===== config.mk =====
export PLATFORM = sky130hd
export DESIGN_NAME = systolic_array
export DESIGN_NICKNAME = d
export VERILOG_FILES = /design/src/rtl/systolic_pkg.sv /design/src/rtl/systolic_pe.sv /design/src/rtl/systolic_array.sv
export SDC_FILE = /design/constraint.sdc
export NUM_CORES = 1
export LEC_CHECK = 0
export BUFFER_PORTS_ARGS = -buffer_cell sky130_fd_sc_hd__buf_2
export CAP_MARGIN = 20
export CORE_MARGIN = 1.5
export CORE_UTILIZATION = 45
export CTS_CLUSTER_SIZE = 25
export DETAILED_ROUTE_END_ITERATION = 8
export HOLD_SLACK_MARGIN = 0.05
export PLACE_DENSITY = 0.7
export SLEW_MARGIN = 15
export SYNTH_ARGS = -nofsm -noshare
export SYNTH_HDL_FRONTEND = slang
export SYNTH_SLANG_ARGS = --single-unit
export TNS_END_PERCENT = 10

===== constraint.sdc =====
create_clock -name clk -period 5.9 [get_ports clk]
set_input_delay 0.59 -clock clk [delete_from_list [all_inputs] [get_ports clk]]
set_output_delay 0.59 -clock clk [all_outputs]
set_load 0.1 [all_outputs]

===== src/rtl/systolic_pkg.sv =====
// systolic_pkg: shared constants and helpers for the systolic matrix multiplier.
package systolic_pkg;

    localparam int unsigned DEF_DATA_WIDTH = 8;
    localparam int unsigned DEF_MAX_DIM    = 2;
    localparam int unsigned ACC_WIDTH      = 2 * DEF_DATA_WIDTH;

    // Bit offset of accumulator C(i,j) on the flat result bus.
    function automatic int unsigned result_offset(input int unsigned i,
                                                  input int unsigned j,
                                                  input int unsigned n,
                                                  input int unsigned dw);
        return (i * n + j) * 2 * dw;
    endfunction

endpackage


===== src/rtl/systolic_pe.sv =====
// systolic_pe: one processing element -- operand forwarding registers plus a
// multiply-accumulate. Define SYSTOLIC_SIGNED_EN for two's-complement operands.
module systolic_pe
    import systolic_pkg::*;
#(
    parameter int unsigned DATA_WIDTH = DEF_DATA_WIDTH
) (
    input  logic                      clk,
    input  logic                      reset,
    input  logic [DATA_WIDTH-1:0]     a_in,
    input  logic [DATA_WIDTH-1:0]     b_in,
    output logic [DATA_WIDTH-1:0]     a_out,
    output logic [DATA_WIDTH-1:0]     b_out,
    output logic [2*DATA_WIDTH-1:0]   acc
);

    localparam int unsigned ACC_W = 2 * DATA_WIDTH;

    logic [ACC_W-1:0] a_ext_c;
    logic [ACC_W-1:0] b_ext_c;
    logic [ACC_W-1:0] prod_c;

    // Extend operands to accumulator width; a truncated ACC_W x ACC_W product
    // is the exact product modulo 2^ACC_W for both signed and unsigned inputs.
`ifdef SYSTOLIC_SIGNED_EN
    assign a_ext_c = {{DATA_WIDTH{a_in[DATA_WIDTH-1]}}, a_in};
    assign b_ext_c = {{DATA_WIDTH{b_in[DATA_WIDTH-1]}}, b_in};
`else
    assign a_ext_c = {{DATA_WIDTH{1'b0}}, a_in};
    assign b_ext_c = {{DATA_WIDTH{1'b0}}, b_in};
`endif

    assign prod_c = a_ext_c * b_ext_c;

    // Forward operands to neighbours and accumulate in place (wrapping).
    always_ff @(posedge clk) begin
        if (reset) begin
            a_out <= '0;
            b_out <= '0;
            acc   <= '0;
        end else begin
            a_out <= a_in;
            b_out <= b_in;
            acc   <= acc + prod_c;
        end
    end

endmodule


===== src/rtl/systolic_array.sv =====
// systolic_array: output-stationary MAX_DIM x MAX_DIM systolic multiplier.
// Caller supplies skewed operands; accumulators are exposed directly on result.
// Define SYSTOLIC_SIGNED_EN for two's-complement arithmetic (same ports/timing).
module systolic_array
    import systolic_pkg::*;
#(
    parameter int unsigned DATA_WIDTH = DEF_DATA_WIDTH,
    parameter int unsigned MAX_DIM    = DEF_MAX_DIM
) (
    input  logic                                  clk,
    input  logic                                  reset,
    input  logic [MAX_DIM*DATA_WIDTH-1:0]         A,
    input  logic [MAX_DIM*DATA_WIDTH-1:0]         B,
    output logic [MAX_DIM*MAX_DIM*2*DATA_WIDTH-1:0] result
);

    localparam int unsigned ACC_W = 2 * DATA_WIDTH;

    // a_bus[i][j] feeds PE(i,j) from the left; b_bus[i][j] feeds it from above.
    logic [DATA_WIDTH-1:0] a_bus [MAX_DIM][MAX_DIM+1];
    logic [DATA_WIDTH-1:0] b_bus [MAX_DIM+1][MAX_DIM];

    for (genvar i = 0; i < MAX_DIM; i++) begin : g_row
        assign a_bus[i][0] = A[i*DATA_WIDTH +: DATA_WIDTH];

        // Operands leaving the right edge have no consumer.
        logic unused_a_edge;
        assign unused_a_edge = ^a_bus[i][MAX_DIM];

        for (genvar j = 0; j < MAX_DIM; j++) begin : g_col
            systolic_pe #(
                .DATA_WIDTH (DATA_WIDTH)
            ) u_pe (
                .clk   (clk),
                .reset (reset),
                .a_in  (a_bus[i][j]),
                .b_in  (b_bus[i][j]),
                .a_out (a_bus[i][j+1]),
                .b_out (b_bus[i+1][j]),
                .acc   (result[result_offset(i, j, MAX_DIM, DATA_WIDTH) +: ACC_W])
            );
        end
    end

    for (genvar j = 0; j < MAX_DIM; j++) begin : g_colin
        assign b_bus[0][j] = B[j*DATA_WIDTH +: DATA_WIDTH];

        // Operands leaving the bottom edge have no consumer.
        logic unused_b_edge;
        assign unused_b_edge = ^b_bus[MAX_DIM][j];
    end

endmodule


### Yosys cells after proc, flatten, opt, wreduce, memory -nomap -nowiden

Index checks and enable logic that the tools add are counted.

| operators by class | value |
|---|---|
| order comparisons | 0 |
| divide/modulo/power cells | 0 |
| multipliers | 4 |
| add/sub/neg operators | 4 |
| shifts and indexed selects | 0 |
| muxes and demuxes | 0 |
| reduce and logical (&&, ||, !) cells | 0 |
| equality and inequality tests | 0 |
| bitwise operators | 0 |

Operators with widths:

| cell | count |
|---|---|
| adder 16 bit | 4 |
| multiplier 8 x 8 -> 16 bit | 4 |

| storage, ports and cells | value |
|---|---|
| output and inout port bits | 64 |
| bits of input ports | 34 |
| flip-flop bits (word level) | 96 |
| latch bits | 0 |
| word-level logic and storage cells | 16 |
| memory bits (read-only) | 0 |
| memories kept | 0 |
| bits in writable memories | 0 |

### Logic depth before layout (Yosys ltp)

| logic depth | value |
|---|---|
| depth in word-level cells | 2 |
| depth in mapped cells | 17 |
| gate-level depth less buffers | 16 |

### Modules after synthesis

From an unflattened synthesis, not the netlist that was laid out.

| unflattened totals | value |
|---|---|
| cell total of the unflattened synthesis | 1496 |
| area total of the unflattened synthesis | 13469.2 µm² |

By module, submodules not included:

| module | cells an instance | instances | area an instance (µm²) | seq. area each (µm²) |
|---|---|---|---|---|
| systolic_pe at g_row[0].g_col[1].u_pe ... | 373 | 2 | 3359.5 | 640.6 |
| systolic_pe at g_row[1].g_col[1].u_pe | 377 | 1 | 3387.0 | 640.6 |
| systolic_pe at g_row[0].g_col[0].u_pe | 373 | 1 | 3363.2 | 640.6 |

### Worst setup path before layout

OpenSTA, ideal clock, no wires.

| timing | value |
|---|---|
| kind | register -> register |
| start point | reg g_row[1].g_col[0].u_pe.acc[6] |
| end point | reg g_row[1].g_col[0].u_pe.acc[13] |
| path buffers | 0 |
| cell stages (with the launch flop) | 15 |
| path slack | 1230 ps |
| period minus slack after synthesis | 4670 ps |
| data required time | 5779 ps |
| arrival | 4549 ps |
| library setup time | 121 ps |
| cells stage by stage | dfxtp_1 -> inv_1 -> fa_1 -> inv_1 -> fa_1 -> inv_1 -> fa_1 -> fa_1 -> inv_1 -> ha_1 -> o21a_1 -> o31ai_1 -> a21oi_1 -> a311oi_1 -> mux2_2 |

| on the way | value |
|---|---|
| cells in the longest elaborated chain, start to end | 1 |

RTL lines:

| item | RTL line | text |
|---|---|---|
| from (decl) | systolic_pe.sv:14 | `output logic [2*DATA_WIDTH-1:0] acc` |
| from (signal assigned) | systolic_pe.sv:44 | `acc <= acc + prod_c;` |
| adder 16 bit | systolic_pe.sv:44 |  |

Every way passes these cells.
A chain may end at the register's enable or synchronous reset.

### Worst setup path after layout

| timing | value |
|---|---|
| start point | reg g_row[0].g_col[0].u_pe.b_out[0] |
| end point | reg g_row[1].g_col[0].u_pe.acc[13] |

| on the way | value |
|---|---|
| cells in the longest elaborated chain, start to end | 2 |

RTL lines:

| item | RTL line | text |
|---|---|---|
| from (decl) | systolic_pe.sv:13 | `output logic [DATA_WIDTH-1:0] b_out,` |
| from (signal assigned) | systolic_pe.sv:43 | `b_out <= b_in;` |
| multiplier 8 x 8 -> 16 bit | systolic_pe.sv:33 | `assign prod_c = a_ext_c * b_ext_c;` |
| adder 16 bit | systolic_pe.sv:44 |  |

Every way passes these cells.

==> metrics.md <==
| Metric | Value |
|---|---|
| Distinct cell type count after synthesis | 48 |
| Mean cell area of the mapped netlist | 8.89 µm² |
| Internal power | 2740 µW |
| Most frequent cells in the layout | sky130_fd_sc_hd__inv_1, sky130_fd_sc_hd__fa_1, sky130_fd_sc_hd__ha_1 |
| H-tree level count | 3 |
| Flop and latch count out of synthesis | 96 |
| Sequential power share | 15.4% |
| Max rail drop VDD | 0.454 mV |
| Post-route antenna net violation count | 0 |
| Sink Count | 96 |
| Final GP Congestion | 0.845 |
| Sw power | 3410 µW |
| Highest clock frequency the design can meet | 0.226 GHz |
| Worst slew pin tran | 0.758 ns |
| Filler Cells Inserted | 2681 |
| Net count, final | 1883 |
| Result of the run | completed |
| Proportion of synthesized chip area in sequential cells | 15.2% |
| Detailed-route wire length per cell | 13.7 µm |
| Final Max Slew Viols | 0 |
| Logic gate share of total power | 74.6% |
| Number of cells traversed by the worst hold path | 2 |
| Count of input and output buffers | 97 |
| Async set-reset flop share out of synthesis | 0% |
| Total power per unit cell area | 446 nW/µm² |
| Final Cycle Share | 74.8% |
| Arrival time reported for the critical path endpoint | 4.66 ns |
| Worst-case headroom to the max-slew limit | 49.4% |
| Residual DRC | 0 |
| Die extent in x | 170 µm |
| Final setup violating endpoints | 0 |
| Number of vias after detailed routing | 9172 |
| Number of hold buffers added after CTS | 0 |
| R2r startpoint | g_row[0].g_col[0].u_pe.b_out[0] |
| Pin count of the biggest net entering global routing | 68 |
| Total iterations of the first detailed-routing run | 6 |
| Clock tree from TritonCTS | yes |
| Worst Path Required | 6.14 ns |
| Summed instance area of the synthesized netlist | 12600 µm² |
| Total routing usage reported by global routing | 19.7% |
| CTS buffer count | 9 |
| Cells on worst reg2reg path | 14 |
| Worst-Skew Late Latency | 0.35 ns |
| Clock slew seen by the registers of the worst setup and hold paths | 0.07 ns |
| Die Height | 170 µm |
| Via count normalized by instance count | 4.85 |
| Hold Path Sink | g_row[1].g_col[0].u_pe.a_out[7] |
| Final setup slack of the worst path | 1.48 ns |
| Leading cell type in the layout, fill and taps excluded | sky130_fd_sc_hd__inv_1 |
| Minimum clock period after layout | 4.42 ns |
| Critical Setup Path Class | flip-flop to flip-flop |
| Startpoint types | flip-flop |
| Pre-CTS worst setup slack | 1.24 ns |
| Post-cts sizing count | 0 |
| Worst Skew | 0.00719 ns |
| Cell leakage power | 0.00730 µW |
| Count of mapped cells out of synthesis | 1420 |
| Final Util | 49.8% |
| Number of buffers inserted by post-CTS setup repair | 0 |
| Slack of the worst reg-to-reg path | 1.48 ns |
| Area of the die | 29100 µm² |
| Setup TNS | 0 ns |
| End of the worst register-to-register path | g_row[1].g_col[0].u_pe.acc[13] |
| Starting density of the core | 45.5% |
| Biggest fanout along the worst timing path | 8 |
| Boundary pin count | 98 |
| DPL Wire Length | 21.7 mm |
| Global-route wire length before repair | 45.9 mm |
| Number of placement rows | 61 |
| Net switching fraction of the power | 55.4% |
| Final hold violations | 0 |
| Number of DRC violations after detailed-routing iteration 0 | 348 |
| Clock power share | 9.9% |
| Top_reg_cell synth | sky130_fd_sc_hd__dfxtp_1 |
| Number of global-route vias before repair | 9631 |
| Antenna violations before repair | 2 |
| Clock tree root buffer cell | sky130_fd_sc_hd__clkbuf_16 |
| Count of synthesis-stage warnings from yosys | 0 |
| Worst hold margin | 0.583 ns |
| Area growth from synthesis to layout | 9.44% |
| EDFF count, synth | 0 |
| Setup repair after global routing missed its margin | false |
| GRT overflow | 0 |
| Standard cell core area | 27700 µm² |
| Fin area | 13800 µm² |
| Beginning of the worst hold path | A[15] |
| Setup crit end kind | flip-flop |
| Final routed wirelength across all metal layers | 25.8 mm |
| Class of the worst hold path | input port to flip-flop |
| Max_cap viols | 0 |
| Share of cells above drive strength 1 | 9.58% |
| Clk buf depth | 2 |
| Synthesized netlist net count | 1794 |
| Cell Area, Placed | 13500 µm² |
flip-flops by register name (all words and copies together), names as in the netlist:
name and flops:
g_row.g_col.u_pe.b_out 16, g_row.g_col.u_pe.acc 64, g_row.g_col.u_pe.a_out 16
Yosys cell counts, drive strengths merged, types with 2 or more instances:
| master | count | share of area [%] |
|---|---|---|
| a211oi | 19 | 1.3 |
| a21o | 12 | 0.71 |
| a21oi | 19 | 0.75 |
| a221oi | 3 | 0.36 |
| a311oi | 4 | 0.38 |
| a31oi | 3 | 0.15 |
| and2 | 130 | 6.5 |
| and3 | 5 | 0.25 |
| clkbuf | 20 | 0.59 |
| dfxtp | 96 | 15 |
| fa | 200 | 32 |
| ha | 140 | 14 |
| inv | 377 | 11 |
| mux2 | 15 | 1.3 |
| nand2 | 137 | 4.1 |
| nand2b | 3 | 0.15 |
| nand3 | 9 | 0.36 |
| nand4 | 2 | 0.099 |
| nor2 | 53 | 1.6 |
| nor2b | 70 | 3.5 |
| nor3 | 19 | 0.75 |
| nor4 | 2 | 0.099 |
| o2111a | 2 | 0.18 |
| o21a | 17 | 1.0 |
| o21ai | 18 | 0.71 |
| o221ai | 2 | 0.14 |
| o22ai | 2 | 0.099 |
| o31a | 6 | 0.43 |
| o31ai | 3 | 0.18 |
| or2 | 5 | 0.25 |
| xnor2 | 10 | 0.69 |
| xor2 | 8 | 0.56 |
logic make-up (layout without fill, tap and decap cells):
| family | after synthesis | after routing | share of synthesized area [%] |
|---|---|---|---|
| AO/OA/AOI/OAI | 117 | 117 | 7.05 |
| XOR/XNOR | 18 | 18 | 1.25 |
| adder cells (fa/ha/maj) | 340 | 340 | 45.6 |
| buffers and inverters | 397 | 491 | 11.8 |
| flip-flops | 96 | 96 | 15.2 |
| multiplexers | 15 | 15 | 1.34 |
| other | 0 | 1 | 0 |
| AND/OR/NAND/NOR | 437 | 437 | 17.7 |
final cells by class:
type	count	area (µm²)	area share [%]
sequential	96	1920	13.9
inverter	377	1420	10.2
clock buffer	10	229	1.66
antenna	1	2.50	0.0181
timing repair buffer	98	495	3.59
tap	378	473	3.42
clock inverter	6	66.3	0.480
multi-input combinational	927	9210	66.7
stage by stage:
step / power, µW / cells
global route: 6810 / 1893
detailed placement: 5570 / 1876
finish: 6160 / 1893
CTS: 6230 / 1892
global placement: 5470 / 1876
floorplan: 4720 / 1420
critical path: stages (launching register included):
cell                       delay (ns)
sky130_fd_sc_hd__dfxtp_1         0.50
sky130_fd_sc_hd__nand2_1         0.12
sky130_fd_sc_hd__fa_1            0.52
sky130_fd_sc_hd__inv_1           0.05
sky130_fd_sc_hd__fa_1            0.49
sky130_fd_sc_hd__inv_1           0.06
sky130_fd_sc_hd__fa_1            0.50
sky130_fd_sc_hd__fa_1            0.52
sky130_fd_sc_hd__inv_1           0.05
sky130_fd_sc_hd__ha_1            0.32
sky130_fd_sc_hd__o21a_1          0.20
sky130_fd_sc_hd__o31ai_1         0.10
sky130_fd_sc_hd__a21oi_1         0.17
sky130_fd_sc_hd__a311oi_1        0.34
sky130_fd_sc_hd__mux2_2          0.37
layer usage:
metal / vias to the layer above / track usage [%] / routed length, µm
met5: - / 0 / 13
met4: 2 / 4.89 / 402
met3: 27 / 3.05 / 862
met2: 135 / 35.2 / 13100
met1: 4551 / 25.0 / 11500
li1: 4457 / - / -
worst max path at each step:
| stage | from | endpoint | slack [ns] | depth (start not counted) |
|---|---|---|---|---|
| floorplan | g_row[1].g_col[0].u_pe.acc[6] | g_row[1].g_col[0].u_pe.acc[13] | 1.23 | 14 |
| global placement | B[10] | g_row[0].g_col[1].u_pe.acc[14] | 1.31 | 15 |
| detailed placement | B[10] | g_row[0].g_col[1].u_pe.acc[14] | 1.24 | 15 |
| CTS | g_row[0].g_col[0].u_pe.b_out[1] | g_row[1].g_col[0].u_pe.acc[13] | 1.48 | 14 |
| global route | g_row[0].g_col[0].u_pe.b_out[0] | g_row[1].g_col[0].u_pe.acc[13] | 1.19 | 13 |
| finish | g_row[0].g_col[0].u_pe.b_out[0] | g_row[1].g_col[0].u_pe.acc[13] | 1.48 | 14 |
power by group through the flow:
stage / logic (µW) / registers (µW) / clock network [µW]
2_1_floorplan: 2750 / 1970 / 0
3_3_place_gp: 4500 / 966 / 0
3_5_place_dp: 4600 / 968 / 0
4_1_cts: 4640 / 954 / 634
5_1_grt: 5180 / 974 / 657
6_report: 4600 / 950 / 612
Power figures use the tool's default switching activity.
